===== src/rtl/bitline_alu_pkg.sv =====
// Shared types for the bit-serial bit-line ALU.
// Op codes, FSM states and small op-decode helpers.
package bitline_alu_pkg;

  typedef enum logic [2:0] {
    OP_ADD    = 3'd0,
    OP_ADD_CI = 3'd1,
    OP_AND    = 3'd2,
    OP_NOR    = 3'd3,
    OP_XOR    = 3'd4
  } op_e;

  typedef enum logic [1:0] {
    S_IDLE,
    S_READ,
    S_DRAIN,
    S_CARRY
  } state_e;

  function automatic logic op_is_add(input logic [2:0] op);
    return (op == OP_ADD) || (op == OP_ADD_CI);
  endfunction

  function automatic logic op_legal(input logic [2:0] op);
    return op <= OP_XOR;
  endfunction

endpackage


===== src/rtl/bitline_alu_lane_fa.sv =====
// One-lane full-adder cell fed by a bit-line pair.
// BL = A&B and BLB = ~(A|B), so ~(BL|BLB) recovers A^B.
module bitline_lane_fa (
  input  logic bl,
  input  logic blb,
  input  logic c,
  output logic x,
  output logic sum,
  output logic c_next
);

  assign x      = ~(bl | blb);
  assign sum    = x ^ c;
  assign c_next = bl | (x & c);

endmodule


===== src/rtl/bitline_serial_alu.sv =====
// Bit-serial multi-lane ALU under the compute-SRAM columns.
// Sequences row reads, per-lane carry chaining and the carry-out row.
module bitline_serial_alu
  import bitline_alu_pkg::*;
#(
  parameter int LANES     = 8,
  parameter int WORD_BITS = 8,
  parameter int IDX_W     = $clog2(WORD_BITS + 1)
) (
  input  logic             clk,
  input  logic             rst,
  input  logic             start,
  input  logic [2:0]       op,
  input  logic [LANES-1:0] mask,
  output logic             busy,
  output logic             rd_en,
  output logic [IDX_W-1:0] rd_idx,
  input  logic [LANES-1:0] bl,
  input  logic [LANES-1:0] blb,
  output logic             wr_en,
  output logic [IDX_W-1:0] wr_idx,
  output logic [LANES-1:0] wr_data,
  output logic [LANES-1:0] wr_mask,
  output logic             done
);

  localparam logic [IDX_W-1:0] LAST  = IDX_W'(WORD_BITS - 1);
  localparam logic [IDX_W-1:0] C_ROW = IDX_W'(WORD_BITS);

  state_e           state;
  op_e              op_q;
  logic [LANES-1:0] mask_q;
  logic [LANES-1:0] carry;
  logic             vld;
  logic [IDX_W-1:0] vidx;

  logic [LANES-1:0] x_v;
  logic [LANES-1:0] sum_v;
  logic [LANES-1:0] cn_v;
  logic [LANES-1:0] sel;

  for (genvar l = 0; l < LANES; l++) begin : g_lane
    bitline_lane_fa u_fa (
      .bl     (bl[l]),
      .blb    (blb[l]),
      .c      (carry[l]),
      .x      (x_v[l]),
      .sum    (sum_v[l]),
      .c_next (cn_v[l])
    );
  end

  always_comb begin
    sel = sum_v;
    unique case (op_q)
      OP_AND:  sel = bl;
      OP_NOR:  sel = blb;
      OP_XOR:  sel = x_v;
      default: sel = sum_v;
    endcase
  end

  // vld/vidx track which row's bit-lines are on the inputs this cycle
  always_ff @(posedge clk or posedge rst) begin
    if (rst) begin
      state   <= S_IDLE;
      op_q    <= OP_ADD;
      mask_q  <= '0;
      carry   <= '0;
      vld     <= 1'b0;
      vidx    <= '0;
      busy    <= 1'b0;
      rd_en   <= 1'b0;
      rd_idx  <= '0;
      wr_en   <= 1'b0;
      wr_idx  <= '0;
      wr_data <= '0;
      wr_mask <= '0;
      done    <= 1'b0;
    end else begin
      wr_en <= 1'b0;
      done  <= 1'b0;
      vld   <= rd_en;
      vidx  <= rd_idx;
      if (done) busy <= 1'b0;
      if (vld) begin
        wr_en   <= 1'b1;
        wr_idx  <= vidx;
        wr_data <= sel;
        wr_mask <= mask_q;
        if (op_is_add(op_q)) carry <= cn_v & mask_q;
      end
      unique case (state)
        S_IDLE: begin
          if (start && !busy && op_legal(op)) begin
            state  <= S_READ;
            busy   <= 1'b1;
            rd_en  <= 1'b1;
            rd_idx <= '0;
            mask_q <= mask;
            op_q   <= op_e'(op);
            carry  <= (op == OP_ADD_CI) ? mask : '0;
          end
        end
        S_READ: begin
          if (rd_idx == LAST) begin
            rd_en  <= 1'b0;
            rd_idx <= '0;
            state  <= S_DRAIN;
          end else begin
            rd_idx <= rd_idx + IDX_W'(1);
          end
        end
        S_DRAIN: begin
          if (vld && vidx == LAST) begin
            if (op_is_add(op_q)) begin
              state <= S_CARRY;
            end else begin
              state <= S_IDLE;
              done  <= 1'b1;
            end
          end
        end
        S_CARRY: begin
          wr_en   <= 1'b1;
          wr_idx  <= C_ROW;
          wr_data <= carry;
          wr_mask <= mask_q;
          done    <= 1'b1;
          state   <= S_IDLE;
        end
      endcase
    end
  end

endmodule


===== config.mk =====
export PLATFORM = sky130hd
export DESIGN_NAME = bitline_serial_alu
export DESIGN_NICKNAME = d
export VERILOG_FILES = /design/src/rtl/bitline_alu_pkg.sv /design/src/rtl/bitline_alu_lane_fa.sv /design/src/rtl/bitline_serial_alu.sv
export SDC_FILE = /design/constraint.sdc
export NUM_CORES = 1
export LEC_CHECK = 0
export ABC_AREA = 0
export BUFFER_PORTS_ARGS = -buffer_cell sky130_fd_sc_hd__clkbuf_2
export CORE_MARGIN = 2
export CORE_UTILIZATION = 49
export DETAILED_ROUTE_END_ITERATION = 12
export PLACE_DENSITY = 0.74
export SYNTH_ARGS = -nofsm -noshare
export SYNTH_HDL_FRONTEND = slang
export SYNTH_SLANG_ARGS = --single-unit
export TNS_END_PERCENT = 20

===== constraint.sdc =====
create_clock -name clk -period 1.8 [get_ports clk]
set_clock_uncertainty 0.15 [all_clocks]
set_input_delay 0.36 -clock clk [delete_from_list [all_inputs] [get_ports clk]]
set_output_delay 0.36 -clock clk [all_outputs]
set_load 0.01 [all_outputs]

==> results_dict.tcl, run 1 <==
set metrics [dict create \
    drtIter0Drc 101 \
    grtUsageMet1 0.287 \
    clk_pin_slew_worst_paths_ns 0.10 \
    combinationalPowerShare 0.449 \
    synth-edff-count 0 \
    ys_ff_latch 54 \
    grt.total_usage 0.221 \
    viasPerCell 5.72 \
    finalWirelength_mm 6.08 \
    cts_tree "built" \
    syn_area_per_cell_um2 11.2 \
    met3_usage 0.0443 \
    async_flop_share 1.00 \
    synthFlopType "dfrtp_1" \
    ant_nets 0 \
    root_buffer "clkbuf_8" \
    vdd_ir_drop_max_mv 0.715 \
    cpPeakStageDelay_ns 0.46 \
    grt_pass1_wl_mm 10.5 \
    grt_busiest_layer "met2" \
    grt_overflow_total 0 \
    slowest_stage "dfrtp_1" \
    post-route-cell-area_um2 3240 \
    clock_power_share 0.136 \
    critPathKind "reg -> reg" \
    initial_core_util 0.503 \
    antenna_found_initial 0 \
    fin_setup_tns_ns 0 \
    dp_hpwl_mm 4.34 \
    hp-class "in -> reg" \
    hold_viol 0 \
    io_pins 58 \
    utilization 0.596 \
    crit_path_end_kind "flop" \
    nets 348 \
    num-fill-cells 475 \
    pwr-share-seq 0.415 \
    postSynthCellCount 245 \
    maxCapViolCount 0 \
    start_kind "flop" \
    clockBufferDepth 2 \
    maxSlewViolCount 0 \
    fmax_mhz 624 \
    ys_warn_count 0 \
    worstPathBufferInverterCount 0 \
    dp_slack_ns 0.189 \
    sw_frac_of_total 0.381 \
    post_route_cells_drive_above_1_share 0.361 \
    grt_max_degree 55 \
    leakagePower_uw 0.00153 \
    fin_cells 382 \
    drc 0 \
    worst_pin_slew_ns 0.411 \
    drt_pre_antenna_iters 4 \
    finalCritPeriodShare 0.890 \
    vias 2185 \
    crit_path_max_fanout 9 \
    diodes 0 \
    setup_violations 0 \
    core_area_um2 5440 \
    area_growth_pct 18.6 \
    p_per_area_nw_per_um2 1640 \
    dpl_cell_area_um2 3130 \
    netlist_area_um2 2730 \
    cts_resized 0 \
    use_met2 0.354 \
    period_minus_slack_ns 1.60 \
    rows 27 \
    setup_slack_ns 0.198 \
    grt_pass1_vias 2261 \
    numClockSinks 54 \
    h-tree-depth 2 \
    wire_per_inst_um 15.9 \
    arrival_ns 1.66 \
    die_h_um 78.7 \
    die_area_um2 6190 \
    gp_congestion 0.806 \
    dieWidth_um 78.7 \
    status "complete, no violations" \
    ys_seq_area_frac 0.494 \
    io_buffers 57 \
    synthDistinctLibCells 39 \
    switching_power_uw 2030 \
    power.internal_uw 3290 \
    clkLatencyLatePin_ns 0.31 \
    path_cells "nand2b_1, o22a_1, o221ai_2, nand2_1" \
    required_ns 1.85 \
    dp_cells 373 \
    syn_nets 284 \
    cts_buffers 5 \
    path_delay_family "compound AO/OA/AOI/OAI gates" \
    slew_headroom 0.726 \
    rsz0062_at_grt "false" \
]
[power groups by stage]
stage / logic [uW] / clock network (uW) / registers, uW
after global routing: 2690 / 797 / 2290
after global placement: 2330 / 0 / 2200
final: 2390 / 724 / 2210
after floorplan: 1620 / 0 / 2240
after CTS: 2410 / 738 / 2200
after detailed placement: 2410 / 0 / 2220
[routing by layer]
layer,share of wire,up-vias
li1,-,1037
met1,0.44,1068
met2,0.49,63
met3,0.041,17
met4,0.026,0
met5,0,-
[registers in the layout, summed over array words and instances (netlist names)]
name and flops:
carry 8, mask_q 8, wr_data 8, wr_mask 8, rd_idx 4, vidx 4, wr_idx 4, op_q 3
state 2, busy 1, done 1, rd_en 1, vld 1, wr_en 1
[placed cells by master (no fill, tap or decap), drive strengths merged]
cell / netlist / final
nor3: 2 / 2
nand2: 19 / 19
nor3b: 9 / 9
o22a: 8 / 8
a211o: 1 / 1
o21ai: 17 / 17
mux2: 20 / 20
nor4: 1 / 1
and4bb: 1 / 1
o221ai: 8 / 8
nor2: 23 / 23
a21oi: 17 / 17
nand3b: 4 / 4
o31a: 1 / 1
inv: 3 / 3
nor2b: 1 / 1
o211ai: 8 / 8
clkbuf: 0 / 63
a31oi: 9 / 9
mux2i: 2 / 2
nand4: 1 / 1
o31ai: 1 / 1
buf: 13 / 12
a21boi: 1 / 1
dfrtp: 54 / 54
ha: 9 / 9
nand4b: 1 / 1
dlygate4sd3: 0 / 1
o21a: 1 / 1
and2: 2 / 2
nand3: 2 / 2
clkinvlp: 0 / 2
nand2b: 6 / 6
[final timing paths]
| check | startpoint | end | slack [ns] | depth (start not counted) |
|---|---|---|---|---|
| min reg2reg | rd_en | vld | 0.28 | 0 |
| max reg2reg | op_q[2] | wr_data[6] | 0.20 | 4 |
| min | mask[2] | mask_q[2] | 0.14 | 2 |
| max | op_q[2] | wr_data[6] | 0.20 | 4 |
| max in group asynchronous | rst | carry[1] | 0.77 | 4 |
| min in group asynchronous | rst | wr_mask[6] | 0.50 | 4 |
[timing repair]
item | in CTS | in global routing
setup buffers | 0 | 0
endpoints found under the hold margin | 54 | 0
hold buffers | 1 | 0
[synthesized netlist by cell type (all sizes together), types with 3 or more instances]
cell	instances	area, um2
dfrtp	54	1350
o221ai	8	76.3
mux2	20	263
a21oi	17	85.1
nor3b	9	72.6
a31oi	9	56.3
nand3b	4	30.0
ha	9	113
buf	13	95.1
nor2	23	93.8
o211ai	8	60.1
o21ai	17	96.4
nand2b	6	37.5
inv	3	11.3
nand2	19	71.3
o22a	8	78.8
[final cells by class]
type | instances | area (um2) | share of cell area
Tap cell | 72 | 90.1 | 0.0278
Clock inverter | 2 | 16.3 | 0.00502
Multi-Input combinational cell | 175 | 1280 | 0.394
Timing Repair Buffer | 70 | 410 | 0.127
Inverter | 3 | 15.0 | 0.00463
Sequential cell | 54 | 1350 | 0.417
Clock buffer | 6 | 82.6 | 0.0255
[cells by family (layout without fill, tap and decap cells)]
group | after synthesis | in the layout | synth area share
compound gates | 72 | 72 | 0.182
mux | 22 | 22 | 0.103
simple gates | 72 | 72 | 0.141
buf+inv | 16 | 81 | 0.0389
fa+ha+maj | 9 | 9 | 0.0412
flops | 54 | 54 | 0.494
[metrics by stage]
step | power (uW) | hold slack (ns)
after global placement | 4530 | 0.259
after floorplan | 3860 | 0.278
after CTS | 5360 | 0.136
final | 5320 | 0.139
after detailed placement | 4630 | 0.262
after global routing | 5770 | 0.126
(Power assumes the default switching activity.)
==> inputs of run 2 (changes only) <==
Settings changed: CORE_UTILIZATION 49 to 50, PLACE_DENSITY 0.74 to 0.72, SYNTH_HIERARCHICAL set to 1.
Clock period 1.8 ns to 2.05 ns, I/O delays scaled along.
==> run 2 against run 1 <==
Net effect:
- combinational power fell by 6%
- power fell by 10%
- clock-buffer cell count rose by 1
- synthesized cell count rose by 1.2%
- utilization rose by 1.1 points
- cell area rose by 2.5%
- largest cell class is now multi-input combinational cells
==> results_dict.tcl, run 2 <==
set metrics [dict create \
    syn_nets 287 \
    crit_path_end_kind "flop" \
    viasPerCell 5.69 \
    ys_warn_count 6 \
    finalPower_uw 4780 \
    synth_common_cells "dfrtp_1, mux2_2, nand2_1" \
    rsz0062_at_grt "false" \
    gp_congestion 0.874 \
    postSynthCellCount 248 \
    grt_max_degree 40 \
    clkLatencyLatePin_ns 0.31 \
    drc 0 \
    dieWidth_um 79.0 \
    die_area_um2 6240 \
    required_ns 2.10 \
    drt_pre_antenna_iters 4 \
    post_route_cells_drive_above_1_share 0.355 \
    grt.total_usage 0.223 \
    leakagePower_uw 0.00154 \
    hold_viol 0 \
    rows 27 \
    layout_commonest_cell "clkbuf_2" \
    h-tree-depth 2 \
    diodes 0 \
    area_growth_pct 18.2 \
    p_per_area_nw_per_um2 1440 \
    antenna_found_initial 0 \
    period_minus_slack_ns 1.83 \
    yosys.area.top_type_share 0.481 \
    grt_pass1_wl_mm 10.7 \
    maxSlewViolCount 0 \
    io_pins 58 \
    clockBufferDepth 2 \
    syn_area_per_cell_um2 11.3 \
    path_cells "or3b_4, nor3_4, buf_12, mux2_2" \
    mostFrequentLayoutCells "clkbuf_2, dfrtp_1, mux2_2, nand2_1, mux2i_1" \
    crit_path_max_fanout 19 \
    die_h_um 79.0 \
    cts_resized 0 \
    slew_headroom 0.741 \
    initial_core_util 0.514 \
    worstHoldEndpoint "carry[4]" \
    core_area_um2 5470 \
    vdd_ir_drop_max_mv 0.768 \
    fmax_mhz 548 \
    dp_hpwl_mm 4.69 \
    grt_pass1_vias 2164 \
    arrival_ns 1.88 \
    root_buffer "clkbuf_8" \
    synthDistinctLibCells 44 \
    worstPathBufferInverterCount 1 \
    clk_pin_slew_worst_paths_ns 0.09 \
    setup_violations 0 \
    numClockSinks 54 \
    io_buffers 57 \
    hold_start "mask[4]" \
    ys_top_cells_by_area "dfrtp_1, mux2_2, mux2i_1" \
    synthFlopType "dfrtp_1" \
    ys_seq_area_frac 0.481 \
    rr_worst_depth 4 \
    drtIter0Drc 156 \
    netlist_area_um2 2810 \
    rr_startpoint "state[1]" \
    ys_ff_latch 54 \
    nets 352 \
    synth_top_area_cell "dfrtp_1" \
    r2r-end "mask_q[6]" \
    synth.most_common_cell "dfrtp_1" \
    status "complete, no violations" \
    finalCritPeriodShare 0.891 \
    r2r_slack_ns 0.22 \
    cts_buffers 5 \
    critPathKind "reg -> reg" \
    fin_setup_tns_ns 0 \
    path_delay_family "simple AND/OR/NAND/NOR gates" \
    worst_pin_slew_ns 0.379 \
    vias 2190 \
    async_flop_share 1.00 \
    cpPeakStageDelay_ns 0.44 \
    hp-class "in -> reg" \
    finalWirelength_mm 6.40 \
    maxCapViolCount 0 \
    critPathLaunch "state[1]" \
    start_kind "flop" \
    grt_overflow_total 0 \
    holdPathStages 3 \
    slowest_stage "or3b_4" \
    synth-edff-count 0 \
    ant_nets 0 \
    cts_setup_buffers 0 \
    wire_per_inst_um 16.6 \
    cts_tree "built" \
]
run 2: cell count changes in the layout (fill, tap and decap cells not counted), moves of 8 or more:
cell,change
a21oi_1,-13
mux2i_1,+15
mux2_2,+15
or2_1,+8
nor2_1,-11
o21ai_1,-8
mux2_4,-8
a31oi_1,-9
run 2: tightest hold or removal path: cells and delay by family:
kind / cells / cell delay [ns]
multiplexers: 1 / 0.05
AND/OR/NAND/NOR: 1 / 0.05
buffers and inverters: 1 / 0.09
run 2: what timing repair did:
action / CTS / global route
hold buffers: 1 / 0
endpoints found under the hold margin: 15 / 0
endpoints found under the setup margin: 0 / 0
run 2: routing by layer:
metal,global-route usage,vias to the layer above,share of wire
met2,0.353,64,0.47
li1,-,1029,-
met3,0.0443,9,0.053
met4,0.0724,0,0.014
met5,0,-,0
met1,0.311,1088,0.46
run 2: cell type report:
class                      instances  area, um2
timing repair buffer              71        418
sequential                        54       1350
fill                             489       2150
tap                               72       90.1
clock buffer                       7       76.3
multi-input combinational        176       1370
inverter                           5       18.8
run 2: how the worst max path moves through the flow:
stage | slack (ns) | endpoint | cells after the start
after detailed placement | 0.15 | mask_q[6] | 5
after CTS | 0.22 | mask_q[6] | 4
final | 0.22 | mask_q[6] | 4
after global placement | 0.18 | mask_q[6] | 5
after floorplan | 0.05 | mask_q[2] | 5
after global routing | 0.17 | mask_q[6] | 4
run 2: logic make-up (layout without fill, tap and decap cells):
| family | after synthesis | count (layout) | share of synthesized area |
|---|---|---|---|
| AND/OR/NAND/NOR | 85 | 85 | 0.173 |
| adder cells (fa/ha/maj) | 9 | 9 | 0.0401 |
| AO/OA/AOI/OAI | 38 | 38 | 0.102 |
| multiplexers | 44 | 44 | 0.171 |
| buffers and inverters | 18 | 83 | 0.0329 |
| flip-flops | 54 | 54 | 0.481 |
run 2: report_power, final:
part | internal, uW | total [uW] | switching, uW
Sequential | 1560 | 1960 | 397
Combinational | 1150 | 2250 | 1100
Clock | 236 | 567 | 331
Total | 2950 | 4780 | 1830
run 2: metrics by stage:
step,utilization,cells,hold WS (ns),cell area (um2),setup slack [ns]
6_report,0.607,385,0.181,3320,0.224
5_1_grt,0.607,385,0.187,3320,0.175
3_3_place_gp,0.591,377,0.234,3240,0.181
4_1_cts,0.607,385,0.179,3320,0.218
3_5_place_dp,0.591,377,0.239,3240,0.152
2_1_floorplan,-,248,0.304,2810,0.0492
